$ cat src/rtl/alu_mul_seq.sv
// Iterative radix-2 shift-add multiplier (LEGv8 MUL); ALU_MUL_HIGH_EN adds result_hi (UMULH upper half).
// Latency: operands accepted on edge t give out_valid from edge t+DATA_WIDTH+1, no early termination.
// Backpressure: result held in DONE while out_ready=0; in_ready is low outside IDLE.
module alu_mul_seq #(
    parameter int DATA_WIDTH = 64
) (
    input  logic                  clk,
    input  logic                  reset_n,
    input  logic                  in_valid,
    output logic                  in_ready,
    input  logic [DATA_WIDTH-1:0] A,
    input  logic [DATA_WIDTH-1:0] B,
    output logic                  out_valid,
    input  logic                  out_ready,
    output logic [DATA_WIDTH-1:0] result
`ifdef ALU_MUL_HIGH_EN
    ,
    output logic [DATA_WIDTH-1:0] result_hi
`endif
);

    localparam int CNT_W = $clog2(DATA_WIDTH) + 1;
`ifdef ALU_MUL_HIGH_EN
    localparam int ACC_W = 2 * DATA_WIDTH;
`else
    localparam int ACC_W = DATA_WIDTH;
`endif
    localparam logic [CNT_W-1:0] CNT_LAST = CNT_W'(DATA_WIDTH);

    typedef enum logic [1:0] {
        S_IDLE,
        S_BUSY,
        S_DONE
    } state_t;

    state_t                r_state;
    logic [CNT_W-1:0]      r_count;
    // Multiplicand is shifted one place per step, equivalent to mcand << count.
    logic [ACC_W-1:0]      r_mcand;
    logic [DATA_WIDTH-1:0] r_mplier;
    logic [ACC_W-1:0]      r_acc;
    logic [DATA_WIDTH-1:0] r_result;
`ifdef ALU_MUL_HIGH_EN
    logic [DATA_WIDTH-1:0] r_result_hi;
`endif

    always_ff @(posedge clk) begin
        if (!reset_n) begin
            r_state     <= S_IDLE;
            r_count     <= '0;
            r_mcand     <= '0;
            r_mplier    <= '0;
            r_acc       <= '0;
            r_result    <= '0;
`ifdef ALU_MUL_HIGH_EN
            r_result_hi <= '0;
`endif
        end else begin
            case (r_state)
                S_IDLE: begin
                    if (in_valid) begin
                        r_mcand  <= ACC_W'(A);
                        r_mplier <= B;
                        r_acc    <= '0;
                        r_count  <= '0;
                        r_state  <= S_BUSY;
                    end
                end
                S_BUSY: begin
                    if (r_count == CNT_LAST) begin
                        r_result    <= r_acc[DATA_WIDTH-1:0];
`ifdef ALU_MUL_HIGH_EN
                        r_result_hi <= r_acc[ACC_W-1:DATA_WIDTH];
`endif
                        r_state     <= S_DONE;
                    end else begin
                        if (r_mplier[0]) begin
                            r_acc <= r_acc + r_mcand;
                        end
                        r_mcand  <= r_mcand << 1;
                        r_mplier <= r_mplier >> 1;
                        r_count  <= r_count + CNT_W'(1);
                    end
                end
                S_DONE: begin
                    if (out_ready) begin
                        r_state <= S_IDLE;
                    end
                end
                default: r_state <= S_IDLE;
            endcase
        end
    end

    assign in_ready  = (r_state == S_IDLE);
    assign out_valid = (r_state == S_DONE);
    assign result    = r_result;
`ifdef ALU_MUL_HIGH_EN
    assign result_hi = r_result_hi;
`endif

endmodule

$ cat config.mk
export PLATFORM = sky130hd
export DESIGN_NAME = alu_mul_seq
export DESIGN_NICKNAME = d
export VERILOG_FILES = /design/src/rtl/alu_mul_seq.sv
export SDC_FILE = /design/constraint.sdc
export NUM_CORES = 1
export LEC_CHECK = 0
export CAP_MARGIN = 10
export CORE_ASPECT_RATIO = 2
export CORE_UTILIZATION = 51
export CTS_BUF_LIST = sky130_fd_sc_hd__clkbuf_2 sky130_fd_sc_hd__clkbuf_4 sky130_fd_sc_hd__clkbuf_8
export DETAILED_ROUTE_END_ITERATION = 6
export PLACE_DENSITY = 0.78
export SLEW_MARGIN = 5
export SYNTH_ARGS = -nofsm -noshare
export SYNTH_HDL_FRONTEND = slang
export SYNTH_SLANG_ARGS = --single-unit
$ cat constraint.sdc
create_clock -name clk -period 2.8 [get_ports clk]
set_input_delay 0.84 -clock clk [delete_from_list [all_inputs] [get_ports clk]]
set_output_delay 0.84 -clock clk [all_outputs]
set_load 0.005 [all_outputs]
# [Word-level counts from Yosys, hierarchy flattened]
# Cells that the tools add are included.
[op_classes] shifts=0 eq_ne=8 reduce_logical=6 bitwise=0 mux=17 n_addsub=2 mul=0 n_lt_le_gt_ge=0 n_div=0
[op_table] operator="$mux 64" n=7
[op_table] operator="$pmux 64 s2" n=3
[op_table] operator="$add 64x64->64" n=1
[op_table] operator="$mux 7" n=2
[op_table] operator="$pmux 7 s2" n=1
[op_table] operator="$ne 2x2->1 const B" n=4
[op_table] operator="$add 7x1->7 const B" n=1
[op_table] operator="$eq 7x7->1 const B" n=1
[op_table] operator="$mux 2" n=3
[op_table] operator="$pmux 2 s3" n=1
[op_table] operator="$reduce_and 3->1" n=2
[op_table] operator="$reduce_and 4->1" n=1
[op_table] operator="$eq 2x1->1 const B" n=1
[op_table] operator="$eq 2x2->1 const B" n=1
[op_table] operator="$logic_not 2->1" n=1
[op_table] operator="$ne 2x1->1 const B" n=1
[op_table] operator="$reduce_and 2->1" n=1
[op_table] operator="$reduce_bool 2->1" n=1
[word_totals] input_bits=132 mem_bits_rw=0 output_inout_bits=66 mem_bits_ro=0 latchBits=0 wordCells=39 memories=0 reg_bits=265

# [Logic depth before layout (Yosys ltp)]
[depth] depth_word=4 ltp_mapped=13 mapped_depth_nobuf=13

# [Worst setup path before layout]
# No wires, ideal clock.
[synth_path] kind="register to register" startpoint="register r_mcand[0]" endpoint="register r_acc[56]" arrival_ns=2.561 t_required_ns=2.674 setup_slack_ns=0.112 synth_period_minus_slack_ns=2.688 path_stages_with_launch=14 n_path_buf=0 setup_time_ns=0.126 cell_sequence="dfxtp_1 -> ha_1 -> inv_1 -> fa_1 -> nor2b_1 -> o31a_1 -> o21ai_0 -> a21o_1 -> a211oi_2 -> o2111ai_2 -> a2111oi_0 -> nor3_1 -> xor2_1 -> o21ai_1"
[synth_between] elab_chain_cells=4
[synth_rtl] item="start, declared" line_no="39" source="logic [ACC_W-1:0] r_mcand;"
[synth_rtl] item="start signal, assigned" line_no="62" source="r_mcand <= ACC_W'(A);"
[synth_rtl] item="start signal, assigned" line_no="80" source="r_mcand <= r_mcand << 1;"
[synth_rtl] item="$add 64x64->64" line_no="78" source="r_acc <= r_acc + r_mcand;"
[synth_rtl] item="$mux 64" line_no="77" source="if (r_mplier[0]) begin"
[synth_rtl] item="$mux 64" line_no="70" source="if (r_count == CNT_LAST) begin"
[synth_rtl] item="$pmux 64 s2" line_no="59" source="case (r_state)"
[synth_rtl] item="end signal, assigned" line_no="78"
[synth_rtl] item="end, declared" line_no="41" source="logic [ACC_W-1:0] r_acc;"
# No other way between the ends. The select of a mux whose other input is x is not followed.
# A chain may end at the register's enable or synchronous reset.

# [Worst setup path after layout]
[layout_path] startpoint="register r_mcand[14]" endpoint="register r_acc[43]"
# The elaborated chain is that of the path after synthesis.

==> results.cfg <==
[outcome]
outcome = finished, violations left
violations = setup timing

[critical_path]
required_ps = 3270
crit_path_end_kind = flop
path_class = reg -> reg
critPathLaunch = r_mcand[14]
r2r_setup_slack_ps = -160
r2r_end = r_acc[43]
rr_startpoint = r_mcand[14]
endpoint = r_acc[43]
r2r.worst_path.cells = 13
critPathLaunchType = flop
arrival_ps = 3430
crit_fanout = 5

[job]
maxCapViolCount = 0

[global_routing]
grt_pass1_wl_mm = 67.3
use_met3 = 0.0375
grt_max_degree = 126
grt.total_usage = 0.303
globalRouteMet1Util = 0.286
antenna_found_initial = 1
met2_usage = 0.587
busiest_layer = met2
grt_pass1_vias = 14100
gr-total-overflow = 0

[logic_synthesis]
synthTopCellsByCount = 493 x nand2_1, 265 x dfxtp_1, 163 x nor2_1
yosys.area_share.adder = 0.0605
yosysTopAreaCellShare = 0.385
syn_nets = 1990
syn_inst = 1792
synth_area_leaders = dfxtp_1 38%, nand2_1 13%, a311oi_1 8.1%, ha_1 5.9%, a21oi_1 5.9%
synth_warnings = 0
synth_area_per_cell_um2 = 7.69
synth-xor-area-share = 0.0381
syn_area_mm2 = 0.0138
synthMostInstantiatedCell = nand2_1
synth-compound-area-share = 0.243
ys_seq_area_frac = 0.385
synth_edf_count = 0
synthSimpleGateAreaFrac = 0.230
synth_ff_type = dfxtp_1
async_reset_ff_frac = 0
synth_top_family_by_area = compound AO/OA/AOI/OAI gates
yosysTopAreaCell = dfxtp_1
yosysUniqueCellTypes = 76
ys_ff_latch = 265
yosys-mux-area-fraction = 0.000726

[sta]
rsz0062_at_grt = yes
finalMaxSlewViolations = 0
fin_worst_skew_ps = 21.8
finalSetupViolCount = 11
hold_violations = 0
period_share = 1.06
tightest_slew_ps = 991
max_freq_ghz = 0.338
relSlewSlack = 0.339
fin_crit_ps = 2960
worst_slack_ps = -161

[route]
routed_wl_mm = 43.4
drcViolationCount = 0
firstDrtPassIters = 5
avgRoutedWirePerCell_um = 17.8
viasPerCell = 5.80
ant_nets = 0
drtIter0Drc = 875
vias = 14200

[die]
core_mm2 = 0.0264
die_area_mm2 = 0.0277
die_h_um = 234
ioPinCount = 198
die_x_um = 118
initial_core_util = 0.522
row_count = 84

[power]
leakagePower_nw = 7.29
peakVddDrop_uv = 384
p_per_area_mw_per_mm2 = 510

[final_layout]
final.fill_count = 2118
syn2layout_area_growth_pct = 33.7
fin_util = 0.698
drive_above_1_share = 0.163
fin_area_mm2 = 0.0184
fin_nets = 2265

[cts]
h-tree-depth = 2
cts_hold_buf = 0
cts_tree = built
path_clk_slew_ps = 70
cts_made_buffers = 39
cts_root_buf = clkbuf_8
cts_max_path_buffers = 3
clock_latency_ps = 580
cts_sinks = 265

[placement]
place_congestion = 0.962
hpwl_mm = 30.8
port_buffers = 197
place_area_mm2 = 0.0170
post-place-ws_ps = -323

[min_path]
worstHoldPathType = reg -> reg
whs_path_depth = 2
==> worst max-delay path, cell delays in order, from the launching register on <==
cell and delay (ps):
dfxtp_1 360, ha_4 290, buf_4 130, nand2_1 100
nor4_2 370, o21ai_2 130, o211ai_4 290, a31oi_4 140
nor2_4 170, a41oi_4 180, buf_4 190, o41ai_2 250
xnor2_1 170, o21ai_1 80
==> cell usage in the layout, fill, tap and decap left out, types with 13 or more instances in the layout <==
cell	count
a21oi_1	147
clkbuf_8	48
a21o_1	33
inv_1	24
xor2_1	21
clkdlybuf4s50_1	197
o21ai_0	40
ha_1	48
nand3_1	43
a311oi_1	127
dfxtp_1	260
o21ai_1	19
a21oi_2	16
xnor2_1	39
nand4_1	17
buf_4	149
nor2_1	162
ha_4	13
nand2_1	491
==> worst min-delay path by stage <==
stage | end | slack [ps] | start
floorplan | r_acc[43] | 440 | r_acc[43]
global placement | result[46] | 440 | result[46]
detailed placement | result[51] | 450 | result[51]
CTS | result[51] | 450 | result[51]
global route | result[62] | 480 | result[62]
finish | result[51] | 450 | result[51]
==> sequential cells by signal, summed over array words and instances (netlist names) <==
| name | cells |
|---|---|
| r_acc | 64 |
| r_count | 7 |
| r_mcand | 64 |
| r_mplier | 64 |
| r_state | 2 |
| result | 64 |
==> metrics by stage <==
step / instances / hold WS [ps] / setup TNS, ps / total power, mW
3_5_place_dp: 2356 / 445 / -858 / 5.78
5_1_grt: 2440 / 476 / -2520 / 9.76
6_report: 2440 / 455 / -611 / 9.39
3_3_place_gp: 2356 / 441 / -195 / 5.73
2_1_floorplan: 1792 / 442 / 0 / 5.12
4_1_cts: 2430 / 454 / -2.57 / 9.40
==> power breakdown <==
part	total, mW	switching, mW	internal, mW
clock	3.62	1.59	2.03
sequential	4.17	0.181	3.99
combinational	1.60	0.879	0.717
total	9.39	2.65	6.74
==> cells by family after synthesis <==
logic type,after synthesis
AO/OA/AOI/OAI,475
flip-flops,265
buffers and inverters,152
multiplexers,1
AND/OR/NAND/NOR,773
adder cells (fa/ha/maj),66
XOR/XNOR,60
==> layout make-up <==
cell class                      instances  area (um2)  area share
Inverter                               26         103     0.00557
Sequential cell                       265        5310       0.288
Timing Repair Buffer                  360        3330       0.181
Antenna cell                            1        2.50    0.000136
Clock inverter                         14         189      0.0103
Tap cell                              344         430      0.0234
Clock buffer                           55         713      0.0387
Multi-Input combinational cell       1375        8340       0.453
==> per-layer routing <==
metal  wire, um  part of all wire
met1      15300              0.35
met2      23400              0.54
met3       1570             0.036
met4       3170             0.073
met5          0                 0
==> what timing repair did <==
action,in CTS,in global routing
pin swaps,15,24
setup buffers,5,9
setup endpoints to repair,11,27
gates resized for setup,26,54
Note: power is estimated with default switching activity, not from simulation.
